===== src/rtl/ctrl_ramdrv_coefgen.sv =====
// Multi-channel coefficient address generator for the polyphase FIR coefficient RAM.
// Walks one channel's coefficient region per pass; state updates on the falling clock edge.
module ctrl_ramdrv_coefgen #(
    parameter int ADDR_WIDTH = 12,
    parameter int CH_NUM     = 4,
    parameter int CH_WIDTH   = 2,
    parameter int LEN_WIDTH  = 8
) (
    input  logic                  clk,
    input  logic                  clr_n,
    input  logic                  cfg_we,
    input  logic [CH_WIDTH-1:0]   cfg_ch,
    input  logic [ADDR_WIDTH-1:0] cfg_base,
    input  logic [LEN_WIDTH-1:0]  cfg_len_m1,
    input  logic [ADDR_WIDTH-1:0] cfg_stride,
    input  logic                  start,
    input  logic [CH_WIDTH-1:0]   start_ch,
    input  logic [ADDR_WIDTH-1:0] start_phase,
    input  logic                  cnt,
    input  logic                  abort,
    output logic [ADDR_WIDTH-1:0] coef_addr,
    output logic                  coef_vld,
    output logic                  coef_last,
    output logic                  done,
    output logic                  busy,
    output logic [CH_WIDTH-1:0]   cur_ch
);

    typedef enum logic {IDLE, RUN} state_t;

    localparam logic [ADDR_WIDTH-1:0] STRIDE_RST = {{(ADDR_WIDTH-1){1'b0}}, 1'b1};

    state_t                state, state_nxt;
    logic [ADDR_WIDTH-1:0] addr_r, addr_nxt;
    logic [LEN_WIDTH-1:0]  tap_cnt, tap_nxt;
    logic [LEN_WIDTH-1:0]  len_r, len_nxt;
    logic [ADDR_WIDTH-1:0] stride_r, stride_nxt;
    logic [CH_WIDTH-1:0]   ch_r, ch_nxt;
    logic                  done_r, done_nxt;

    logic [ADDR_WIDTH-1:0] base_tbl   [CH_NUM];
    logic [LEN_WIDTH-1:0]  len_tbl    [CH_NUM];
    logic [ADDR_WIDTH-1:0] stride_tbl [CH_NUM];

    function automatic logic ch_ok(input logic [CH_WIDTH-1:0] ch);
        return (32'(ch) < CH_NUM);
    endfunction

    // Table writes land on the same edge that a start reads it, so a start
    // in the write cycle sees the pre-write entry.
    always_ff @(negedge clk or negedge clr_n) begin
        if (!clr_n) begin
            for (int i = 0; i < CH_NUM; i++) begin
                base_tbl[i]   <= '0;
                len_tbl[i]    <= '0;
                stride_tbl[i] <= STRIDE_RST;
            end
        end else if (cfg_we && ch_ok(cfg_ch)) begin
            base_tbl[cfg_ch]   <= cfg_base;
            len_tbl[cfg_ch]    <= cfg_len_m1;
            stride_tbl[cfg_ch] <= cfg_stride;
        end
    end

    always_ff @(negedge clk or negedge clr_n) begin
        if (!clr_n) begin
            state    <= IDLE;
            addr_r   <= '0;
            tap_cnt  <= '0;
            len_r    <= '0;
            stride_r <= '0;
            ch_r     <= '0;
            done_r   <= 1'b0;
        end else begin
            state    <= state_nxt;
            addr_r   <= addr_nxt;
            tap_cnt  <= tap_nxt;
            len_r    <= len_nxt;
            stride_r <= stride_nxt;
            ch_r     <= ch_nxt;
            done_r   <= done_nxt;
        end
    end

    always_comb begin
        state_nxt  = state;
        addr_nxt   = addr_r;
        tap_nxt    = tap_cnt;
        len_nxt    = len_r;
        stride_nxt = stride_r;
        ch_nxt     = ch_r;
        done_nxt   = 1'b0;
        case (state)
            IDLE: begin
                if (start && ch_ok(start_ch)) begin
                    len_nxt    = len_tbl[start_ch];
                    stride_nxt = stride_tbl[start_ch];
                    addr_nxt   = base_tbl[start_ch] + start_phase;
                    tap_nxt    = '0;
                    ch_nxt     = start_ch;
                    state_nxt  = RUN;
                end
            end
            RUN: begin
                // Abort wins over cnt; the address is left on the last tap presented.
                if (abort) begin
                    state_nxt = IDLE;
                end else if (cnt) begin
                    if (tap_cnt == len_r) begin
                        state_nxt = IDLE;
                        done_nxt  = 1'b1;
                    end else begin
                        addr_nxt = addr_r + stride_r;
                        tap_nxt  = tap_cnt + 1'b1;
                    end
                end
            end
            default: state_nxt = IDLE;
        endcase
    end

    assign busy      = (state == RUN);
    assign coef_vld  = busy;
    assign coef_last = busy && (tap_cnt == len_r);
    assign coef_addr = addr_r;
    assign cur_ch    = ch_r;
    assign done      = done_r;

endmodule

===== config.mk =====
export PLATFORM = sky130hd
export DESIGN_NAME = ctrl_ramdrv_coefgen
export DESIGN_NICKNAME = d
export VERILOG_FILES = /design/src/rtl/ctrl_ramdrv_coefgen.sv
export SDC_FILE = /design/constraint.sdc
export NUM_CORES = 1
export LEC_CHECK = 0
export CORE_ASPECT_RATIO = 0.6
export CORE_MARGIN = 1.5
export CORE_UTILIZATION = 58
export CTS_CLUSTER_DIAMETER = 80
export DETAILED_ROUTE_END_ITERATION = 8
export PLACE_DENSITY = 0.8
export SETUP_SLACK_MARGIN = 0.5
export SYNTH_ARGS = -nofsm -noshare
export SYNTH_HDL_FRONTEND = slang
export SYNTH_SLANG_ARGS = --single-unit

===== constraint.sdc =====
create_clock -name clk -period 3.1 [get_ports clk]
set_input_delay 0.465 -clock clk [delete_from_list [all_inputs] [get_ports clk]]
set_output_delay 0.465 -clock clk [all_outputs]
set_load 0.02 [all_outputs]

==> results.cfg <==
[cts]
clkLatencyLatePin_ns = 0.49
cts_root_buf = clkbuf_16
ctsHoldBuffers = 0
clk_pin_slew_ns = 0.05
cts_buffers = 17
cts_tree = done
cts.sinks = 172
ctsHtreeMaxLevel = 4
clk_path_buf_depth = 2

[layout]
layout_commonest_cell = dfrtn_1
nets = 960
fin_util_pct = 93.5
post_route_cells_drive_above_1_share_pct = 54.5
finalInstanceArea_um2 = 13000
final-seq-area_um2 = 4310
syn2layout_area_growth_pct = 54.4
fin_cells = 1086
fillerInstances = 340
final_cell_mix = 168 x dfrtn_1, 129 x mux2_4, 100 x buf_4
multi_input_area_um2 = 5000

[routing]
drtIter0Drc = 1181
dr_total_vias = 8026
first_pass_iters = 9
drt.antenna.violating_nets = 0
drc = 2
via_per_inst = 7.39
wl_um = 38300
post_drt_wl_per_cell_um = 35.2

[timing]
relSlewSlack_pct = 43.5
finalMaxSlewViolations = 0
layout_setup_ws_ns = -1.44
final-hold-violation-count = 0
rsz0062_at_grt = true
setup_violations = 32
worstMarginPinSlew_ns = 0.848
final.setup_skew_ns = 0.0812

[power_and_ir_drop]
cellLeakagePower_uw = 0.00614
p_total_uw = 10500
p_per_area_nw_per_um2 = 808
worst_ir_drop_vdd_mv = 0.570

[floorplanning]
die_x_um = 159
fp.dieH_um = 96.4
initial_core_util_pct = 60.6
ioPinCount = 72
rows = 33
core-area_um2 = 13900
die_area_um2 = 15300

[grt]
grt_pass1_wl_um = 46900
grtUsageMet1_pct = 55.9
grt_use_met2_pct = 68.0
grt_pass1_vias = 7574
busiest_layer = met2
antenna_found_initial = 3
grt_max_degree = 50
met3_usage_pct = 12.3
grt_use_total_pct = 43.2
grt_overflow = 0

[worst_setup_path]
cp.required_ns = 1.77
crit_fanout = 5
critPathKind = in2reg
cp-start-kind = input pin
end_kind = flip-flop
cp_data_arrival_time_ns = 3.22

[synth]
synth_edf_count = 0
syn_inst = 647
synth_area_um2 = 8430
syn_nets = 726
ys_warn_count = 0
netlist.area_leader.share_pct = 49.9
ys_ff_latch = 172
post-synth-top-area-cell = dfrtn_1
async_flop_share_pct = 100
syn_avg_cell_area_um2 = 13.0
seq_area_frac_synth_pct = 51.1
synth-main-ff-cell = dfrtn_1
synth_area_leaders = dfrtn_1 50%, mux2_2 18%, mux4_2 8.6%
synth.distinct_cells = 54

[placement]
dp.cells = 971
portBuffers = 71
place_ws_ns = -1.72
placed_area_um2 = 10400
hpwl_um = 15300
gp_congestion = 0.887

[outcome]
status = finished, violations left
violations = design-rule violations, negative setup slack

[run]
drv_cap = 0

[min_path]
hold_path.class = reg2reg
Yosys cell counts, types with 3 or more instances:
library cell  count
a211oi_1         11
a21o_1            8
a21oi_1          15
a22oi_1           3
buf_1             5
buf_2             5
clkbuf_1         18
dfrtn_1         168
dfstp_2           4
ha_1             23
inv_1            11
mux2_2          132
mux2i_1           4
mux4_2           32
nand2_1          81
nand3_1           5
nand4_1           4
nor2_1           16
nor2b_1           3
nor3_1            8
nor3b_1           3
o21a_1            3
o21ai_0          17
o21bai_1          3
or3_1             3
or4_1             3
xnor2_1          17
xor2_1            9
final cells by class:
class / instances / share of cell area [%]
clock inverter: 18 / 1.67
clock buffer: 17 / 3.27
tap: 192 / 1.85
inverter: 11 / 0.337
timing repair buffer: 241 / 21.3
antenna: 1 / 0.0192
sequential: 172 / 33.1
multi-input combinational: 434 / 38.5
timing repair:
action | in CTS | in global routing
buffers inserted | 44 | 21
gates cloned | 15 | 0
setup endpoints to repair | 190 | 187
resized for setup | 306 | 78
pin swaps | 46 | 49
per-stage QoR:
| step | setup TNS [ns] | hold slack (ns) |
|---|---|---|
| finish | -14.06 | 0.459 |
| global route | -14.37 | 0.469 |
| CTS | -8.69 | 0.436 |
| detailed placement | -89.41 | 0.432 |
| floorplan | -12.37 | 0.410 |
| global placement | -82.56 | 0.427 |
critical path: stages:
cell and delay, ns:
buf_8 0.09, buf_12 0.12, mux4_2 0.56, inv_1 0.30
fa_2 0.32, nor2b_4 0.06, o31a_1 0.32, o21ai_4 0.26
nor3b_4 0.27, nor3_2 0.07, o31a_1 0.38
state kept, by name, summed over array words and instances, names as in the netlist:
name	flops
len_r	8
busy	1
tap_cnt	8
stride_r	12
stride_tbl	48
len_tbl	32
coef_addr	12
cur_ch	2
base_tbl	48
done	1
worst paths after layout:
kind	from	end	slack [ns]	cells past startpoint
min in group asynchronous	clr_n	stride_tbl[23]	1.43	1
worst min register to register	stride_r[8]	stride_r[8]	0.46	2
worst max-delay path	start_ch[0]	coef_addr[6]	-1.44	11
worst max register to register	coef_addr[1]	coef_addr[11]	-0.37	9
max in group asynchronous	clr_n	base_tbl[1]	1.00	2
worst min-delay path	stride_r[8]	stride_r[8]	0.46	2
kinds of logic (layout without fill, tap and decap cells):
logic type,after synthesis,after routing,synth area share [%]
buffers and inverters,41,287,1.95
AOI/OAI and AO/OA,81,81,6.55
muxes,168,168,26.7
adders and majority gates,25,25,3.89
and+or+nand+nor,134,134,7.10
other,0,1,0
DFF,172,172,51.1
xor gates and xnor gates,26,26,2.70
power breakdown:
part	internal (uW)	switching, uW
Combinational	2240	2530
Clock	1370	1060
Sequential	2820	491
Total	6430	4080
per-layer routing:
| layer | wire length, um | part of all wire (%) |
|---|---|---|
| met5 | 26 | 0.068 |
| met4 | 3730 | 9.7 |
| met3 | 5350 | 14 |
| met2 | 16300 | 43 |
| met1 | 12900 | 34 |
Note: power is estimated with default switching activity, not from simulation.
